--- config.mk ---
export PLATFORM = sky130hd
export DESIGN_NAME = imem_fetch_ctrl
export DESIGN_NICKNAME = d
export VERILOG_FILES = /design/src/rtl/imem_fetch_ctrl.sv
export SDC_FILE = /design/constraint.sdc
export NUM_CORES = 1
export LEC_CHECK = 0
export BUFFER_PORTS_ARGS = -buffer_cell sky130_fd_sc_hd__buf_4
export CORE_MARGIN = 8
export CORE_UTILIZATION = 45
export DETAILED_ROUTE_END_ITERATION = 10
export PLACE_DENSITY = 0.7
export SLEW_MARGIN = 20
export SYNTH_ARGS = -nofsm -noshare
export SYNTH_HDL_FRONTEND = slang
export SYNTH_SLANG_ARGS = --single-unit
--- constraint.sdc ---
create_clock -name clk_i -period 3.2 [get_ports clk_i]
set_input_delay 0.16 -clock clk_i [delete_from_list [all_inputs] [get_ports clk_i]]
set_output_delay 0.16 -clock clk_i [all_outputs]
set_load 0.02 [all_outputs]
--- src/rtl/imem_fetch_ctrl.sv ---
// Instruction-memory fetch controller: one-word tagged fetch buffer in front of a
// variable-latency req/gnt/rvalid bus, with timeout, error fallback and fence.i flush.
module imem_fetch_ctrl #(
   parameter int unsigned TIMEOUT  = 255,
   parameter logic [31:0] NOP_INST = 32'h0000_0013
) (
   input  logic        clk_i,
   input  logic        rst_n_i,
   input  logic [31:0] core_addr_i,
   output logic [31:0] core_dout_o,
   output logic        core_busy_o,
   input  logic        flush_i,
   output logic        bus_req_o,
   output logic [31:0] bus_addr_o,
   input  logic        bus_gnt_i,
   input  logic        bus_rvalid_i,
   input  logic [31:0] bus_rdata_i,
   input  logic        bus_err_i,
   output logic        fault_o
);

   localparam int unsigned CW = $clog2(TIMEOUT + 1);
   localparam logic [CW-1:0] TMAX = CW'(TIMEOUT);

   typedef enum logic [1:0] {
      ST_IDLE,
      ST_REQ,
      ST_WAIT
   } state_t;

   state_t        state_q, state_d;
   logic          valid_q, valid_d;
   logic [29:0]   tag_q, tag_d;
   logic [29:0]   tag_pend_q, tag_pend_d;
   logic [31:0]   data_q, data_d;
   logic          req_q, req_d;
   logic [31:0]   addr_q, addr_d;
   logic          fault_q, fault_d;
   logic [CW-1:0] cnt_q, cnt_d;
   logic          discard_q, discard_d;

   logic          hit;
   logic          drop;
   logic          timeout;
   logic [1:0]    unused_addr_lsb;

   // Byte offset within the word never affects the fetch.
   assign unused_addr_lsb = core_addr_i[1:0];

   assign hit         = valid_q && (tag_q == core_addr_i[31:2]) && !flush_i;
   assign core_busy_o = !hit;
   assign core_dout_o = data_q;
   assign bus_req_o   = req_q;
   assign bus_addr_o  = addr_q;
   assign fault_o     = fault_q;

   // A flush arriving in the same cycle as the response also kills that response.
   assign drop    = discard_q || flush_i;
   assign timeout = (cnt_q == TMAX);

   always_ff @(posedge clk_i or negedge rst_n_i) begin
      if (!rst_n_i) begin
         state_q    <= ST_IDLE;
         valid_q    <= 1'b0;
         tag_q      <= '0;
         tag_pend_q <= '0;
         data_q     <= NOP_INST;
         req_q      <= 1'b0;
         addr_q     <= '0;
         fault_q    <= 1'b0;
         cnt_q      <= '0;
         discard_q  <= 1'b0;
      end else begin
         state_q    <= state_d;
         valid_q    <= valid_d;
         tag_q      <= tag_d;
         tag_pend_q <= tag_pend_d;
         data_q     <= data_d;
         req_q      <= req_d;
         addr_q     <= addr_d;
         fault_q    <= fault_d;
         cnt_q      <= cnt_d;
         discard_q  <= discard_d;
      end
   end

   always_comb begin
      state_d    = state_q;
      valid_d    = valid_q;
      tag_d      = tag_q;
      tag_pend_d = tag_pend_q;
      data_d     = data_q;
      req_d      = req_q;
      addr_d     = addr_q;
      fault_d    = 1'b0;
      cnt_d      = cnt_q;
      discard_d  = discard_q;

      unique case (state_q)
         ST_IDLE: begin
            discard_d = 1'b0;
            if (flush_i) begin
               valid_d = 1'b0;
            end else if (!hit) begin
               tag_pend_d = core_addr_i[31:2];
               req_d      = 1'b1;
               addr_d     = {core_addr_i[31:2], 2'b00};
               state_d    = ST_REQ;
            end
         end

         ST_REQ: begin
            if (flush_i) begin
               discard_d = 1'b1;
               valid_d   = 1'b0;
            end
            // Same-cycle rvalid is illegal on this bus and deliberately not looked at.
            if (bus_gnt_i) begin
               req_d   = 1'b0;
               cnt_d   = '0;
               state_d = ST_WAIT;
            end
         end

         ST_WAIT: begin
            if (flush_i) begin
               discard_d = 1'b1;
               valid_d   = 1'b0;
            end
            if (bus_rvalid_i || timeout) begin
               state_d   = ST_IDLE;
               discard_d = 1'b0;
               if (bus_rvalid_i && !bus_err_i) begin
                  if (!drop) begin
                     data_d  = bus_rdata_i;
                     tag_d   = tag_pend_q;
                     valid_d = 1'b1;
                  end
               end else begin
                  fault_d = 1'b1;
                  if (!drop) begin
                     data_d  = NOP_INST;
                     tag_d   = tag_pend_q;
                     valid_d = 1'b1;
                  end
               end
            end else begin
               cnt_d = cnt_q + 1'b1;
            end
         end

         default: begin
            state_d = ST_IDLE;
         end
      endcase
   end

endmodule

==> impl_metrics.tcl <==
set metrics [dict create \
    clock_latency_ns 0.34 \
    start_util_pct 46.3 \
    num_antenna_cells 0 \
    hp-class "input pin to register" \
    switching_share_pct 35.7 \
    drv_cap 0 \
    p_sw_mw 2.21 \
    fin_nets 614 \
    worst_slew_pin_slew_ns 0.988 \
    finalPower_mw 6.20 \
    rsz0062_at_grt "no" \
    synth_seq_cells 106 \
    drc 0 \
    p_leak_nw 3.18 \
    clockRootBuffer "clkbuf_16" \
    vdd_ir_drop_max_mv 0.567 \
    synth_ff_type "dfrtp_1" \
    cts_buffer_depth 2 \
    fmax_mhz 371 \
    hold_ws_ns 0.0553 \
    die_h_microns 122 \
    yosys_warnings 0 \
    cts_setup_buffers 0 \
    synth_cells 408 \
    fp.dieArea_sq_um 14900 \
    fin_setup_tns_ns 0 \
    synth_edf_count 0 \
    p_clk_share_pct 19.0 \
    setup_viol 0 \
    final.min_clock_period_ns 2.70 \
    slew_violations 0 \
    relSlewSlack_pct 34.2 \
    grt_pass1_vias 3670 \
    area_growth_pct 27.6 \
    cp-start-kind "register" \
    dpl.hpwl_mm 8.30 \
    power.internal_mw 3.99 \
    dr.pass1.iters 4 \
    worstSetupEndpointType "register" \
    critPathMaxFanout 63 \
    seqPwrFrac_pct 38.4 \
    h-tree-depth 3 \
    synthArstFlopShare_pct 100 \
    port_buffers 132 \
    worstPathArrival_ns 2.93 \
    synth.avg_cell_area_sq_um 12.4 \
    finalCritPeriodShare_pct 84.3 \
    skew_ns 0.0109 \
    fin_area_sq_um 6460 \
    combPwrFrac_pct 42.6 \
    ant_nets 0 \
    power_density_nw_per_um2 959 \
    ys_top_cells_by_area "dfrtp_1 51%, mux2_4 8.9%, mux2_2 7.8%, mux2i_1 6.1%, xnor2_1 6.1%" \
    grt_overflow 0 \
    grt_max_degree 85 \
    mostFrequentLayoutCells "134 x buf_4, 103 x dfrtp_1, 36 x inv_1" \
    yosysSeqAreaShare_pct 52.4 \
    grt_pass1_wl_mm 18.2 \
    synth.distinct_cells 37 \
    grt_antenna_before_repair 0 \
    rows 38 \
    wl_per_cell_microns 16.5 \
    final_common_cell "buf_4" \
    die_x_microns 122 \
    dr.first_iter.drc_count 149 \
    routed_via_density 4.97 \
    io_pins 137 \
    synth_top_area_share_pct 50.9 \
    core_area_sq_um 10900 \
    place_congestion 0.802 \
    grt_use_total_pct 15.3 \
    numCtsBuffers 9 \
    cp.required_ns 3.43 \
    synth_area_leader_cell "dfrtp_1" \
    drive_gt1_share_pct 41.3 \
    timing.final.hold_violations 0 \
    cts.sinks 106 \
    clkSlewWorstSetupHoldPaths_ns 0.07 \
    synthesis.area_sq_um 5060 \
    cts_tree "yes" \
    vias 3396 \
    crit_type "register to register" \
    status "finished clean" \
    wl_mm 11.3 \
    dpl_cell_area_sq_um 6130 \
]
-- area by class of cell --
class                           count  area, sq um
Clock buffer                       10          229
Clock inverter                      6         88.8
Fill cell                         927         4470
Inverter                           36          135
Multi-Input combinational cell    249         2150
Sequential cell                   106         2660
Tap cell                          140          175
Timing Repair Buffer              136         1030
-- cell families after synthesis --
logic type | Yosys count | synth area share, %
AO/OA/AOI/OAI | 27 | 3.53
XOR/XNOR | 35 | 6.05
adder cells (fa/ha/maj) | 6 | 1.48
buffers and inverters | 54 | 5.26
flip-flops | 106 | 52.4
multiplexers | 96 | 22.8
other | 1 | 0.0740
AND/OR/NAND/NOR | 83 | 8.35
-- sequential cells by signal, indices dropped and copies added (netlist names) --
register / cells
bus_addr_o: 30
bus_req_o: 1
cnt_q: 8
core_dout_o: 32
discard_q: 1
fault_o: 1
state_q: 2
tag_q: 30
valid_q: 1
-- stage by stage --
step                      cells  setup slack (ns)  utilization (%)
final                       683             0.502             59.1
after detailed placement    666             0.496             56.1
after global routing        683             0.319             59.1
after global placement      666             0.554             56.1
after floorplan             409              1.09                -
after CTS                   682             0.475             59.0
-- metal layers --
metal	vias to the layer above	wire length [microns]	share of wire, %	track usage [%]
met3	13	727	6.5	3.84
met4	0	168	1.5	5.71
met1	1638	5120	45	20.0
li1	1650	-	-	-
met2	95	5250	47	24.0
met5	-	0	0	0
-- worst max-delay path, cell delays in order, from the launching register on --
cell,delay [ns]
dfrtp_1,0.42
ha_1,0.25
and2_1,0.17
a41o_1,0.37
nand2_1,0.15
or3_4,0.73
mux2_2,0.41
-- power by group through the flow --
stage                     logic (mW)  clock network, mW  registers [mW]
after floorplan                 1.30                  0            2.78
after global placement          2.62                  0            2.37
after detailed placement        2.68                  0            2.40
after CTS                       2.69               1.21            2.38
after global routing            2.84               1.27            2.46
final                           2.64               1.18            2.38
-- worst paths after layout --
| path | startpoint | end | slack (ns) | cells past startpoint |
|---|---|---|---|---|
| setup / recovery | cnt_q[0]$_DFFE_PN0P_ | tag_q[7]$_DFFE_PN0P_ | 0.50 | 6 |
| hold / removal | bus_rdata_i[21] | core_dout_o[21]$_DFFE_PN0P_ | 0.06 | 3 |
| setup reg to reg | cnt_q[0]$_DFFE_PN0P_ | tag_q[7]$_DFFE_PN0P_ | 0.50 | 6 |
| hold reg to reg | core_dout_o[3]$_DFFE_PN0P_ | core_dout_o[3]$_DFFE_PN0P_ | 0.52 | 2 |
| max in group asynchronous | rst_n_i | core_dout_o[0]$_DFFE_PN1P_ | 2.02 | 3 |
| min in group asynchronous | rst_n_i | bus_addr_o[22]$_DFFE_PN0P_ | 0.42 | 2 |
-- synthesized netlist by cell type, types with 2 or more instances --
master and n:
nand4_1 18, ha_1 6, nor4_1 4, nand2_1 32
a211oi_1 3, dfstp_2 3, mux2_2 35, nand2b_1 4
a21oi_1 9, buf_4 2, clkbuf_1 6, nand3_1 7
buf_12 3, buf_2 6, inv_1 36, mux2_4 30
xnor2_1 35, o21ai_0 6, and3_1 3, nor2b_1 2
o21a_1 2, mux2i_1 31, nor2_1 8, dfrtp_1 103
or4_4 2
-- timing repair --
item | CTS | global route
endpoints found under the hold margin | 0 | 81
gates resized for setup | 0 | 0
hold buffers | 0 | 1
(Power assumes the default switching activity.)
